`config.mk`:
```
export PLATFORM = sky130hd
export DESIGN_NAME = compare_loader
export DESIGN_NICKNAME = d
export VERILOG_FILES = /design/src/rtl/compare_loader.sv
export SDC_FILE = /design/constraint.sdc
export NUM_CORES = 1
export LEC_CHECK = 0
export ABC_AREA = 1
export CORE_ASPECT_RATIO = 1.4
export CORE_MARGIN = 1
export CORE_UTILIZATION = 25
export CTS_CLUSTER_SIZE = 28
export DETAILED_ROUTE_END_ITERATION = 6
export GPL_ROUTABILITY_DRIVEN = 0
export HOLD_SLACK_MARGIN = 0.12
export PLACE_DENSITY_LB_ADDON = 0.2
export SLEW_MARGIN = 20
export SYNTH_ARGS = -nofsm -noshare
export SYNTH_HDL_FRONTEND = slang
export SYNTH_SLANG_ARGS = --single-unit
```
`constraint.sdc`:
```
create_clock -name clk -period 5.38 [get_ports clk]
set_input_delay 0.807 -clock clk [delete_from_list [all_inputs] [get_ports clk]]
set_output_delay 0.807 -clock clk [all_outputs]
set_load 0.01 [all_outputs]
```
`src/rtl/compare_loader.sv`:
```
// Serial-to-parallel loader for the compare counter: synchronizes a 3-wire serial link, validates
// each frame length, and applies the committed word to compare atomically, optionally on a match.
module compare_loader #(
    parameter int unsigned      WIDTH       = 20,
    parameter logic [WIDTH-1:0] RESET_VALUE = '0
) (
    input  logic             clk,
    input  logic             rst,
    input  logic             ser_clk,
    input  logic             ser_data,
    input  logic             ser_latch,
    input  logic             update_mode,
    input  logic             compare_match,
    output logic [WIDTH-1:0] compare,
    output logic             pending,
    output logic             load_done,
    output logic             frame_err
);

    // Bit counter must hold WIDTH+1, the saturating overrun marker.
    localparam int unsigned     CntW    = $clog2(WIDTH + 2);
    localparam logic [CntW-1:0] CntFull = CntW'(WIDTH);
    localparam logic [CntW-1:0] CntOvr  = CntW'(WIDTH + 1);

    logic [2:0]       sclk_q;
    logic [2:0]       slat_q;
    logic [1:0]       sdat_q;

    logic [WIDTH-1:0] shift_q, shift_d;
    logic [CntW-1:0]  bit_cnt_q, bit_cnt_d;
    logic [WIDTH-1:0] shadow_q, shadow_d;
    logic [WIDTH-1:0] compare_q, compare_d;
    logic             pending_q, pending_d;
    logic             load_done_q;
    logic             frame_err_q;

    logic             sclk_rise;
    logic             latch_lvl;
    logic             latch_rise;
    logic             bit_in;
    logic             shift_en;
    logic             commit_ok;
    logic             commit_bad;
    logic             apply;

    // Data takes the same two-flop path as the strobes so it lines up with the detected edge.
    always_ff @(posedge clk or posedge rst) begin
        if (rst) begin
            sclk_q <= '0;
            slat_q <= '0;
            sdat_q <= '0;
        end else begin
            sclk_q <= {sclk_q[1:0], ser_clk};
            slat_q <= {slat_q[1:0], ser_latch};
            sdat_q <= {sdat_q[0], ser_data};
        end
    end

    always_comb begin
        sclk_rise  = sclk_q[1] & ~sclk_q[2];
        latch_lvl  = slat_q[1];
        latch_rise = slat_q[1] & ~slat_q[2];
        bit_in     = sdat_q[1];
        shift_en   = sclk_rise & ~latch_lvl;
        commit_ok  = latch_rise & (bit_cnt_q == CntFull);
        commit_bad = latch_rise & (bit_cnt_q != CntFull);
        apply      = pending_q & (~update_mode | compare_match);
    end

    always_comb begin
        shift_d   = shift_q;
        bit_cnt_d = bit_cnt_q;
        if (latch_rise) begin
            bit_cnt_d = '0;
        end else if (shift_en) begin
            shift_d = {shift_q[WIDTH-2:0], bit_in};
            if (bit_cnt_q != CntOvr) begin
                bit_cnt_d = bit_cnt_q + CntW'(1);
            end
        end
    end

    // Apply reads the old shadow while a same-cycle commit writes the new one; commit keeps
    // pending set so the new value is not lost.
    always_comb begin
        shadow_d  = commit_ok ? shift_q : shadow_q;
        compare_d = apply ? shadow_q : compare_q;
        pending_d = commit_ok | (pending_q & ~apply);
    end

    always_ff @(posedge clk or posedge rst) begin
        if (rst) begin
            shift_q     <= '0;
            bit_cnt_q   <= '0;
            shadow_q    <= '0;
            compare_q   <= RESET_VALUE;
            pending_q   <= 1'b0;
            load_done_q <= 1'b0;
            frame_err_q <= 1'b0;
        end else begin
            shift_q     <= shift_d;
            bit_cnt_q   <= bit_cnt_d;
            shadow_q    <= shadow_d;
            compare_q   <= compare_d;
            pending_q   <= pending_d;
            load_done_q <= apply;
            frame_err_q <= commit_bad;
        end
    end

    assign compare   = compare_q;
    assign pending   = pending_q;
    assign load_done = load_done_q;
    assign frame_err = frame_err_q;

endmodule

```
### Word level (Yosys, flattened, before mapping)

Cells that the tools add are included.

* input port bits: 7
* output and inout bits: 23
* bits in registers: 76

* muxes and demuxes: 3
* equality and inequality tests: 3
* reductions and logical operators: 4
* bitwise operators: 15
* add/subtract/negate cells: 1

Operators with widths (number)
* 5-bit 2-to-1 mux: 3
* 5-bit inequality test, second input constant: 2
* 1-bit AND: 7
* 1-bit inverter: 6
* 5-bit by 1-bit adder with 5-bit output, second input constant: 1
* 5-bit == test, second input constant: 1
* 2-bit AND reduction: 2
* 2-bit nonzero test: 2
* 1-bit bitwise OR: 2

### Logic depth before layout (Yosys ltp)

Gate-level depths: netlist of run 1.

* depth in word-level cells: 6
* mapped depth: 8

### Worst setup path before layout of run 1

No wires, ideal clock.

* path kind: input to register
* start point: input compare_match
* end point: register compare_q[10] (netlist: compare[10])
* data required time: 5.314 ns
* arrival time: 1.361 ns
* stages: 6
* path slack: 3.953 ns
* library setup time: 0.066 ns
* path through: inv_1 nand2_1 nand2_1 clkbuf_1 nand2_1 nand2_1

* word-level cells in the longest chain between the ends: 2

Ends and longest elaborated chain
* start, declared: RTL line 13 `input logic compare_match,`
* 1-bit bitwise OR: RTL line 67 `apply = pending_q & (~update_mode | compare_match);`
* 1-bit AND: RTL line 67
* end signal, assigned: RTL line 104 `compare_q <= compare_d;`
* end, declared: RTL line 32 `logic [WIDTH-1:0] compare_q, compare_d;`

Every way passes these cells.
A chain may end at the register's enable or synchronous reset.

### Worst setup path after layout of run 1

* start point: input update_mode
* end point: register compare_q[6] (netlist: compare[6])

* word-level cells in the longest chain between the ends: 3

Ends and longest elaborated chain
* start, declared: RTL line 12 `input logic update_mode,`
* 1-bit inverter: RTL line 67
* 1-bit bitwise OR: RTL line 67
* 1-bit AND: RTL line 67

Every way passes these cells.

==> results.tsv, run 1 <==
metric	value	unit
cts_resized	0	
cp_data_arrival_time	2.55	ns
cp.buffers_inverters	2	
p_per_area	343	nW/um^2
grt_pass1_wl	9.03	mm
ir_drop	0.147	mV
synth_nets	313	
clkLatencyLatePin	0.33	ns
cap_violations	0	
crit_path_top_delay_cell	nand2_1	
status	finished clean	
synthArstFlopShare	100	%
viasPerCell	3.97	
met2_usage	14.2	%
track_usage	9.57	%
routed_wirelength	5.20	mm
area_delta_synth_final	23.3	%
synth-edff-count	0	
setup_viol	0	
vias	1907	
drive_gt1_share	12.5	%
worst-slew-pin-transition	0.822	ns
slew_headroom	45.1	%
yosysUniqueCellTypes	22	
syn-cell-area	2990	sq um
grt_util_met1	12.2	%
drt_iter0_drc	80	
slew_viol_final	0	
rrSetupSlack	3.65	ns
fin_crit	2.33	ns
num-fill-cells	1202	
grt_max_degree	49	
crit_required	5.60	ns
path_delay_family	buffers and inverters	
nNetsFinal	341	
path_cells	clkdlybuf4s50_1, nand2_1, nand2_1, inv_1, nand2_1, nand2_1	
power	1.26	mW
crit_top_cell	nand2_1	
diodes	0	
htreeDepth	3	
synth_top_cell_by_area	dfrtp_1	
ioPinCount	30	
grt_antenna_before_repair	0	
cts_made_buffers	9	
clkTransAtPathRegs	0.06	ns
hp-class	reg2reg	
synth_seq_area_share	63.6	%
rows	46	
holdBufCountCts	0	
gr-total-overflow	0	
syn_avg_cell_area	9.87	sq um
synth-main-ff-cell	dfrtp_1	
yosysWarnings	0	
path_max_fanout	21	
die_y	131	microns
netlist.area_leader.share	63.6	%
cts_buffer_depth	2	
grt_setup_unrepaired	no	
dr.pass1.iters	4	
gr-max-usage-layer	met2	
die_x	94.5	microns
slowest_delay	0.49	ns
hpwl	3.37	mm
cts_tree	done	
tns	0	ns
postCtsSetupBuffers	0	
end_kind	flip-flop	
fin_crit_sh	43.4	%
start_util	26.0	%
synthTopCellsByCount	118 x nand2_1, 76 x dfrtp_1, 32 x inv_1, 22 x o21ai_0, 19 x o21ai_2	
skew	0.00690	ns
total_leakage_power	1.77	nW
cts_sinks	76	
drt-wirelength-per-cell	10.8	microns
fmax	428	MHz
drcViolationCount	0	
syn_inst	303	
placedCellCount	464	
final_cell_count_no_fill	480	
ant_nets	0	
synth.area.top_cells	dfrtp_1 64%, nand2_1 15%, o21ai_2 5.6%	
clock_tree.root_cell	clkbuf_16	
core_area	11500	sq um
synth_most_common_cell	nand2_1	
ys_ff_latch	76	
path_class	in2reg	
portBuffers	29	
start_kind	input pin	
grt_pass1_vias	1864	
final_hold_viol_count	0	
dieArea	12400	sq um
met3_usage	2.89	%
cell usage in the layout (no fill, tap or decap), drive strengths merged:
master,instances
a21oi,1
buf,1
bufinv,1
clkbuf,12
clkdlybuf4s50,29
clkinv,3
clkinvlp,1
dfrtp,76
ha,3
inv,32
nand2,121
nand3,7
nand4,1
nor2,3
o21ai,43
xnor2,1
xor2,1
state kept, by name, summed over array words and instances (netlist names):
register and cells:
sclk_q 3, pending 1, shift_q 20, frame_err 1
bit_cnt_q 5, slat_q 3, load_done 1, sdat_q 2
compare 20, shadow_q 20
routing by layer:
layer  share of wire (%)  up-vias
met3                 3.5        9
met2                  46       26
met5                   0        -
met1                  48      881
li1                    -      991
met4                 2.5        0
logic make-up (layout without fill, tap and decap cells):
| group | count (synthesis) | count (layout) | share of synthesized area (%) |
|---|---|---|---|
| buf+inv | 46 | 79 | 7.07 |
| compound gates | 44 | 44 | 9.74 |
| fa+ha+maj | 3 | 3 | 1.25 |
| xor+xnor | 2 | 2 | 0.586 |
| simple gates | 132 | 132 | 17.8 |
| flops | 76 | 76 | 63.6 |
through the flow:
step                      instance area (sq um)  util [%]  hold slack [ns]  setup slack (ns)
after global routing                       3690      32.0            0.357              2.88
after CTS                                  3690      32.0            0.350              3.02
after detailed placement                   3380      29.4            0.337              2.67
after global placement                     3380      29.4            0.333              2.73
final                                      3690      32.0            0.347              3.05
after floorplan                            2990         -            0.331              2.63
area by class of cell:
| type | count | area, sq um | area share, % |
|---|---|---|---|
| clock inverters | 4 | 47.5 | 1.29 |
| multi-input cells | 181 | 878 | 23.8 |
| inverters | 33 | 125 | 3.39 |
| clock buffers | 12 | 256 | 6.96 |
| well taps | 144 | 180 | 4.89 |
| flip-flops and latches | 76 | 1900 | 51.6 |
| repair buffers | 30 | 298 | 8.08 |
worst paths after layout:
path | to | from | cells after the start
setup / recovery | compare[6]$_DFFE_PP0P_ | update_mode | 6
setup reg to reg | compare[6]$_DFFE_PP0P_ | pending$_DFF_PP0_ | 4
hold reg to reg | sdat_q[1]$_DFF_PP0_ | sdat_q[0]$_DFF_PP0_ | 0
min in group asynchronous | compare[13]$_DFFE_PP0P_ | rst | 2
hold / removal | sdat_q[1]$_DFF_PP0_ | sdat_q[0]$_DFF_PP0_ | 0
max in group asynchronous | shadow_q[11]$_DFFE_PP0P_ | rst | 3
power breakdown:
part | internal, mW | switching, mW | total, mW | leakage, nW
sequential | 0.592 | 0.0110 | 0.603 | 1.04
combinational | 0.0170 | 0.0372 | 0.0543 | 0.583
clock | 0.383 | 0.223 | 0.606 | 0.149
total | 0.992 | 0.271 | 1.26 | 1.77
Power figures use the tool's default switching activity.
==> run 2: changes to the inputs <==
Clock period 5.38 ns to 2.2 ns, I/O delays scaled along.
==> run 2 against run 1 <==
Effect of this change: final area increased by 1.3%; clock skew increased by 0.0017 ns; non-clock buffer count increased by 4; sequential share of layout area decreased by 0.67 points; routed wire length decreased by 0.37%; global-route usage increased by 0.35 points; sequential power increased by 150%; total power increased by 140%; first-iteration DRC count unchanged; register-to-register slack got worse by 3.0 ns; flip-flop and latch count unchanged; critical path depth decreased by 5.
==> results.tsv, run 2 (synthesis gave the netlist of run 1 again) <==
metric	value	unit	change
p_sw_share	21.7	%	was 21.5%
start_kind	flip-flop		was input pin
area_delta_synth_final	24.9	%	was 23.3%
path_class	reg2out		was in2reg
start_util	26.0	%	unchanged
num-fill-cells	1203		was 1,202
drcViolationCount	0		unchanged
end_kind	primary output		was flip-flop
fmax	634	MHz	
nNetsFinal	345		was 341
power	3.07	mW	was 1.26 mW
grt_setup_unrepaired	no		unchanged
layout_common_cells	118 x nand2_1, 76 x dfrtp_1, 31 x inv_1, 29 x clkdlybuf4s50_1, 22 x o21ai_0		unchanged
cp_data_arrival_time	1.25	ns	was 2.55 ns
dieArea	12400	sq um	unchanged
portBuffers	29		unchanged
drive_gt1_share	13.2	%	was 12.5%
path_delay_family	buffers and inverters		unchanged
vias	1962		was 1,907
drt-wirelength-per-cell	10.7	microns	was 10.8 microns
clkLatencyLatePin	0.33	ns	about the same
switchingPower	0.668	mW	was 0.271 mW
viasPerCell	4.05		was 3.97
grt_max_degree	41		was 49
crit_path_top_delay_cell	clkdlybuf4s50_1		was nand2_1
internal_power	2.40	mW	was 0.992 mW
hp-class	reg2reg		unchanged
gr-total-overflow	0		unchanged
top_layer_used	met4		unchanged
die_y	131	microns	unchanged
cts_tree	done		unchanged
cp.buffers_inverters	1		was 2
routed_wirelength	5.18	mm	was 5.20 mm
met1_length	2.39	mm	was 2.48 mm
cts_resized	0		unchanged
path_cells	clkdlybuf4s50_1		was clkdlybuf4s50_1, nand2_1, nand2_1, inv_1, nand2_1, nand2_1
grt_antenna_before_repair	0		unchanged
grt_pass1_wl	9.39	mm	was 9.03 mm
p_seq_share	48.0	%	was 47.7%
cts_made_buffers	9		unchanged
core_area	11500	sq um	unchanged
die_x	94.5	microns	unchanged
final_common_cell	nand2_1		unchanged
p_per_area	823	nW/um^2	was 343 nW/um^2
clock_tree.root_cell	clkbuf_16		unchanged
status	finished clean		unchanged
setup_viol	0		unchanged
dr.pass1.iters	4		unchanged
grt_pass1_vias	2018		was 1,864
fin_crit	1.58	ns	
pwr-share-clk	47.2	%	was 48.0%
cap_violations	0		unchanged
crit_required	1.87	ns	was 5.60 ns
met2_length	2.46	mm	was 2.40 mm
diodes	0		unchanged
track_usage	9.92	%	was 9.57%
htreeDepth	3		unchanged
worst-slew-pin-transition	0.510	ns	was 0.822 ns
cts_buffer_depth	2		unchanged
final_hold_viol_count	0		unchanged
fin_crit_sh	71.7	%	
slowest_delay	0.55	ns	was 0.49 ns
hpwl	3.47	mm	was 3.37 mm
ir_drop	0.371	mV	was 0.147 mV
total_leakage_power	1.79	nW	was 1.77 nW
skew	0.00856	ns	was 0.00690 ns
holdBufCountCts	0		unchanged
ant_nets	0		unchanged
tns	0	ns	unchanged
rows	46		unchanged
path_max_fanout	3		was 21
cts_sinks	76		unchanged
dr_wl_met3	178	microns	was 184 microns
slew_headroom	65.9	%	was 45.1%
combPwrFrac	4.7	%	was 4.3%
drt_iter0_drc	80		unchanged
slew_viol_final	0		unchanged
ioPinCount	30		unchanged
postCtsSetupBuffers	0		unchanged
clkTransAtPathRegs	0.06	ns	about the same
==> run 2: cell count changes in the layout (fill, tap and decap cells not counted) <==
cell,previous run,this run
clkbuf_1,1,2
clkbuf_8,2,1
clkinv_4,0,1
buf_4,1,3
clkinv_2,3,2
buf_12,0,2
==> run 2: cell type report <==
class                           instances  area [sq um]  area share (%)
Clock inverter                          4          48.8            1.31
Sequential cell                        76          1900            50.9
Timing Repair Buffer                   34           353            9.44
Clock buffer                           12           246            6.60
Inverter                               33           128            3.42
Tap cell                              144           180            4.82
Multi-Input combinational cell        181           878            23.5
==> run 2: final timing paths <==
kind	to	from	slack [ns]	depth (start not counted)
hold reg to reg	slat_q[1]$_DFF_PP0_	slat_q[0]$_DFF_PP0_	0.35	0
hold / removal	slat_q[1]$_DFF_PP0_	slat_q[0]$_DFF_PP0_	0.35	0
min in group asynchronous	slat_q[2]$_DFF_PP0_	rst	0.38	2
max in group asynchronous	compare[5]$_DFFE_PP0P_	rst	1.31	3
setup reg to reg	shadow_q[7]$_DFFE_PP0P_	bit_cnt_q[0]$_DFFE_PP0P_	0.64	7
setup / recovery	pending	pending$_DFF_PP0_	0.62	1
==> run 2: layer usage <==
metal / GRT usage, % / vias to the layer above
met5: 0 / -
met4: 6.90 / 0
met3: 2.55 / 10
met2: 15.1 / 35
met1: 12.0 / 920
li1: - / 997
==> run 2: power groups by stage <==
stage	Sequential [mW]	Combinational (mW)	Clock, mW
6_report	1.48	0.146	1.45
5_1_grt	1.48	0.171	1.55
4_1_cts	1.48	0.152	1.50
3_5_place_dp	1.50	0.151	0
3_3_place_gp	1.50	0.151	0
2_1_floorplan	1.49	0.102	0
==> run 2: metrics by stage <==
| step | utilization [%] | hold WS (ns) | instances | instance area [sq um] | setup slack, ns |
|---|---|---|---|---|---|
| after global placement | 29.9 | 0.332 | 468 | 3440 | 0.670 |
| after CTS | 32.5 | 0.351 | 484 | 3740 | 0.602 |
| after detailed placement | 29.9 | 0.338 | 468 | 3440 | 0.629 |
| final | 32.5 | 0.349 | 484 | 3740 | 0.623 |
| after global routing | 32.5 | 0.353 | 484 | 3740 | 0.439 |
| after floorplan | - | 0.331 | 303 | 3000 | 0.946 |
==> run 3: changes to the inputs <==
Clock period 2.2 ns to 1.6 ns, I/O delays scaled along.
==> run 3 against run 2 <==
Effect of this change: total power grew 33%; clock skew down 0.0051 ns; first-iteration DRC count rose by 41%; worst hold slack lost 0.17 ns; routed wire length rose by 1.4%; worst setup slack worse by 0.50 ns; via count grew 0.56%; sequential power grew 37%; sequential share of layout area shrank 0.41 points; critical path depth unchanged.
==> results.tsv, run 3 (synthesis gave the netlist of run 1 again) <==
metric	value	unit	change
path_class	reg2out		unchanged
cts_tree	done		unchanged
grt_max_degree	60		was 41
vias	1973		was 1,962
p_per_area	1080	nW/um^2	was 823 nW/um^2
post-place-ws	0.245	ns	was 0.629 ns
start_kind	flip-flop		unchanged
combPwrFrac	5.1	%	was 4.7%
die_y	131	microns	unchanged
tns	0	ns	unchanged
portBuffers	29		unchanged
grt_setup_unrepaired	no		unchanged
critPathCapture	pending		unchanged
layout_common_cells	118 x nand2_1, 76 x dfrtp_1, 31 x inv_1, 29 x clkdlybuf4s50_1, 22 x o21ai_0		unchanged
skew	0.00350	ns	was 0.00856 ns
cts_made_buffers	9		unchanged
die_x	94.5	microns	unchanged
worst_slack	0.123	ns	was 0.623 ns
r2r_start	bit_cnt_q[1]$_DFFE_PP0P_		was bit_cnt_q[0]$_DFFE_PP0P_
cp.buffers_inverters	1		unchanged
ir_drop	0.551	mV	was 0.371 mV
dieArea	12400	sq um	unchanged
dr.pass1.iters	4		unchanged
switchingPower	0.890	mW	was 0.668 mW
p_sw_share	21.9	%	was 21.7%
rr_worst_depth	8		was 7
holdWs	0.177	ns	was 0.349 ns
routed_wirelength	5.25	mm	was 5.18 mm
pwr-share-clk	45.2	%	was 47.2%
viasPerCell	4.05		about the same
diodes	0		unchanged
cap_violations	0		unchanged
crit_required	1.36	ns	was 1.87 ns
start_util	26.0	%	unchanged
ant_nets	0		unchanged
cts_sinks	76		unchanged
fmax	677	MHz	
core_area	11500	sq um	unchanged
crit_start	pending$_DFF_PP0_		unchanged
drt-wirelength-per-cell	10.8	microns	was 10.7 microns
track_usage	9.88	%	was 9.92%
grt_pass1_wl	9.45	mm	was 9.39 mm
p_seq_share	49.7	%	was 48.0%
gr-total-overflow	0		unchanged
htreeDepth	3		unchanged
hp-class	in2async		was reg2reg
area_delta_synth_final	25.9	%	was 24.9%
drt_iter0_drc	113		was 80
placedCellCount	472		was 468
path_cells	clkdlybuf4s50_1		unchanged
path_max_fanout	3		unchanged
end_kind	primary output		unchanged
crit_path_top_delay_cell	clkdlybuf4s50_1		unchanged
holdBufCountCts	0		unchanged
status	finished clean		unchanged
fin_crit	1.48	ns	
grt_antenna_before_repair	0		unchanged
clkTransAtPathRegs	0.05	ns	was 0.06 ns
slew_viol_final	0		unchanged
slew_headroom	78.6	%	was 65.9%
clkLatencyLatePin	0.33	ns	about the same
clock_tree.root_cell	clkbuf_16		unchanged
internal_power	3.18	mW	was 2.40 mW
total_leakage_power	1.81	nW	was 1.79 nW
reg2reg_to	shadow_q[6]$_DFFE_PP0P_		was shadow_q[7]$_DFFE_PP0P_
fin_crit_sh	92.3	%	
hpwl	3.48	mm	was 3.47 mm
nNetsFinal	349		was 345
grt_pass1_vias	2077		was 2,018
drive_gt1_share	14.0	%	was 13.2%
final_common_cell	nand2_1		unchanged
rrSetupSlack	0.24	ns	was 0.64 ns
drcViolationCount	0		unchanged
worst-slew-pin-transition	0.321	ns	was 0.510 ns
rows	46		unchanged
final_cell_count_no_fill	487		was 484
utilization	32.7	%	was 32.5%
setup_viol	0		unchanged
ioPinCount	30		unchanged
postCtsSetupBuffers	0		unchanged
slowest_delay	0.55	ns	about the same
path_delay_family	buffers and inverters		unchanged
final_hold_viol_count	0		unchanged
cts_buffer_depth	2		unchanged
cp_data_arrival_time	1.24	ns	was 1.25 ns
cp.depth	1		unchanged
cts_resized	0		unchanged
## run 3: cell types whose count changed in the layout (fill, tap and decap cells not counted), sizes merged
| cell | delta |
|---|---|
| bufinv | -1 |
| clkbuf | +1 |
| buf | +4 |
| clkinv | -1 |
## run 3: final cells by class
type / instances / area (sq um)
Sequential cell: 76 / 1900
Timing Repair Buffer: 38 / 408
Inverter: 33 / 128
Tap cell: 144 / 180
Multi-Input combinational cell: 181 / 878
Clock inverter: 2 / 10.0
Clock buffer: 13 / 260
Fill cell: 1214 / 7740
## run 3: per-layer routing
metal / part of all wire, % / GRT usage, % / up-vias
li1: - / - / 1004
met1: 45 / 11.1 / 930
met2: 49 / 16.2 / 30
met3: 3.5 / 3.30 / 9
met4: 2.1 / 5.39 / 0
met5: 0 / 0 / -
## run 3: worst min-delay path by stage
stage / slack [ns] / depth (start not counted) / to
global placement: 0.33 / 0 / sdat_q[1]$_DFF_PP0_
finish: 0.18 / 2 / sclk_q[1]$_DFF_PP0_
detailed placement: 0.34 / 0 / sdat_q[1]$_DFF_PP0_
global route: 0.19 / 2 / slat_q[0]$_DFF_PP0_
floorplan: 0.27 / 0 / sclk_q[0]$_DFF_PP0_
CTS: 0.17 / 2 / sclk_q[1]$_DFF_PP0_
## run 3: power by group through the flow
| stage | Clock (mW) | Combinational, mW | Sequential, mW |
|---|---|---|---|
| 6_report | 1.84 | 0.208 | 2.03 |
| 5_1_grt | 1.99 | 0.242 | 2.03 |
| 4_1_cts | 1.92 | 0.216 | 2.03 |
| 3_5_place_dp | 0 | 0.215 | 2.06 |
| 3_3_place_gp | 0 | 0.213 | 2.06 |
| 2_1_floorplan | 0 | 0.140 | 2.06 |
## run 3: per-stage QoR
stage	cell area (sq um)	total power [mW]
2_1_floorplan	3000	2.20
3_3_place_gp	3500	2.27
3_5_place_dp	3500	2.27
4_1_cts	3770	4.16
5_1_grt	3770	4.26
6_report	3770	4.07
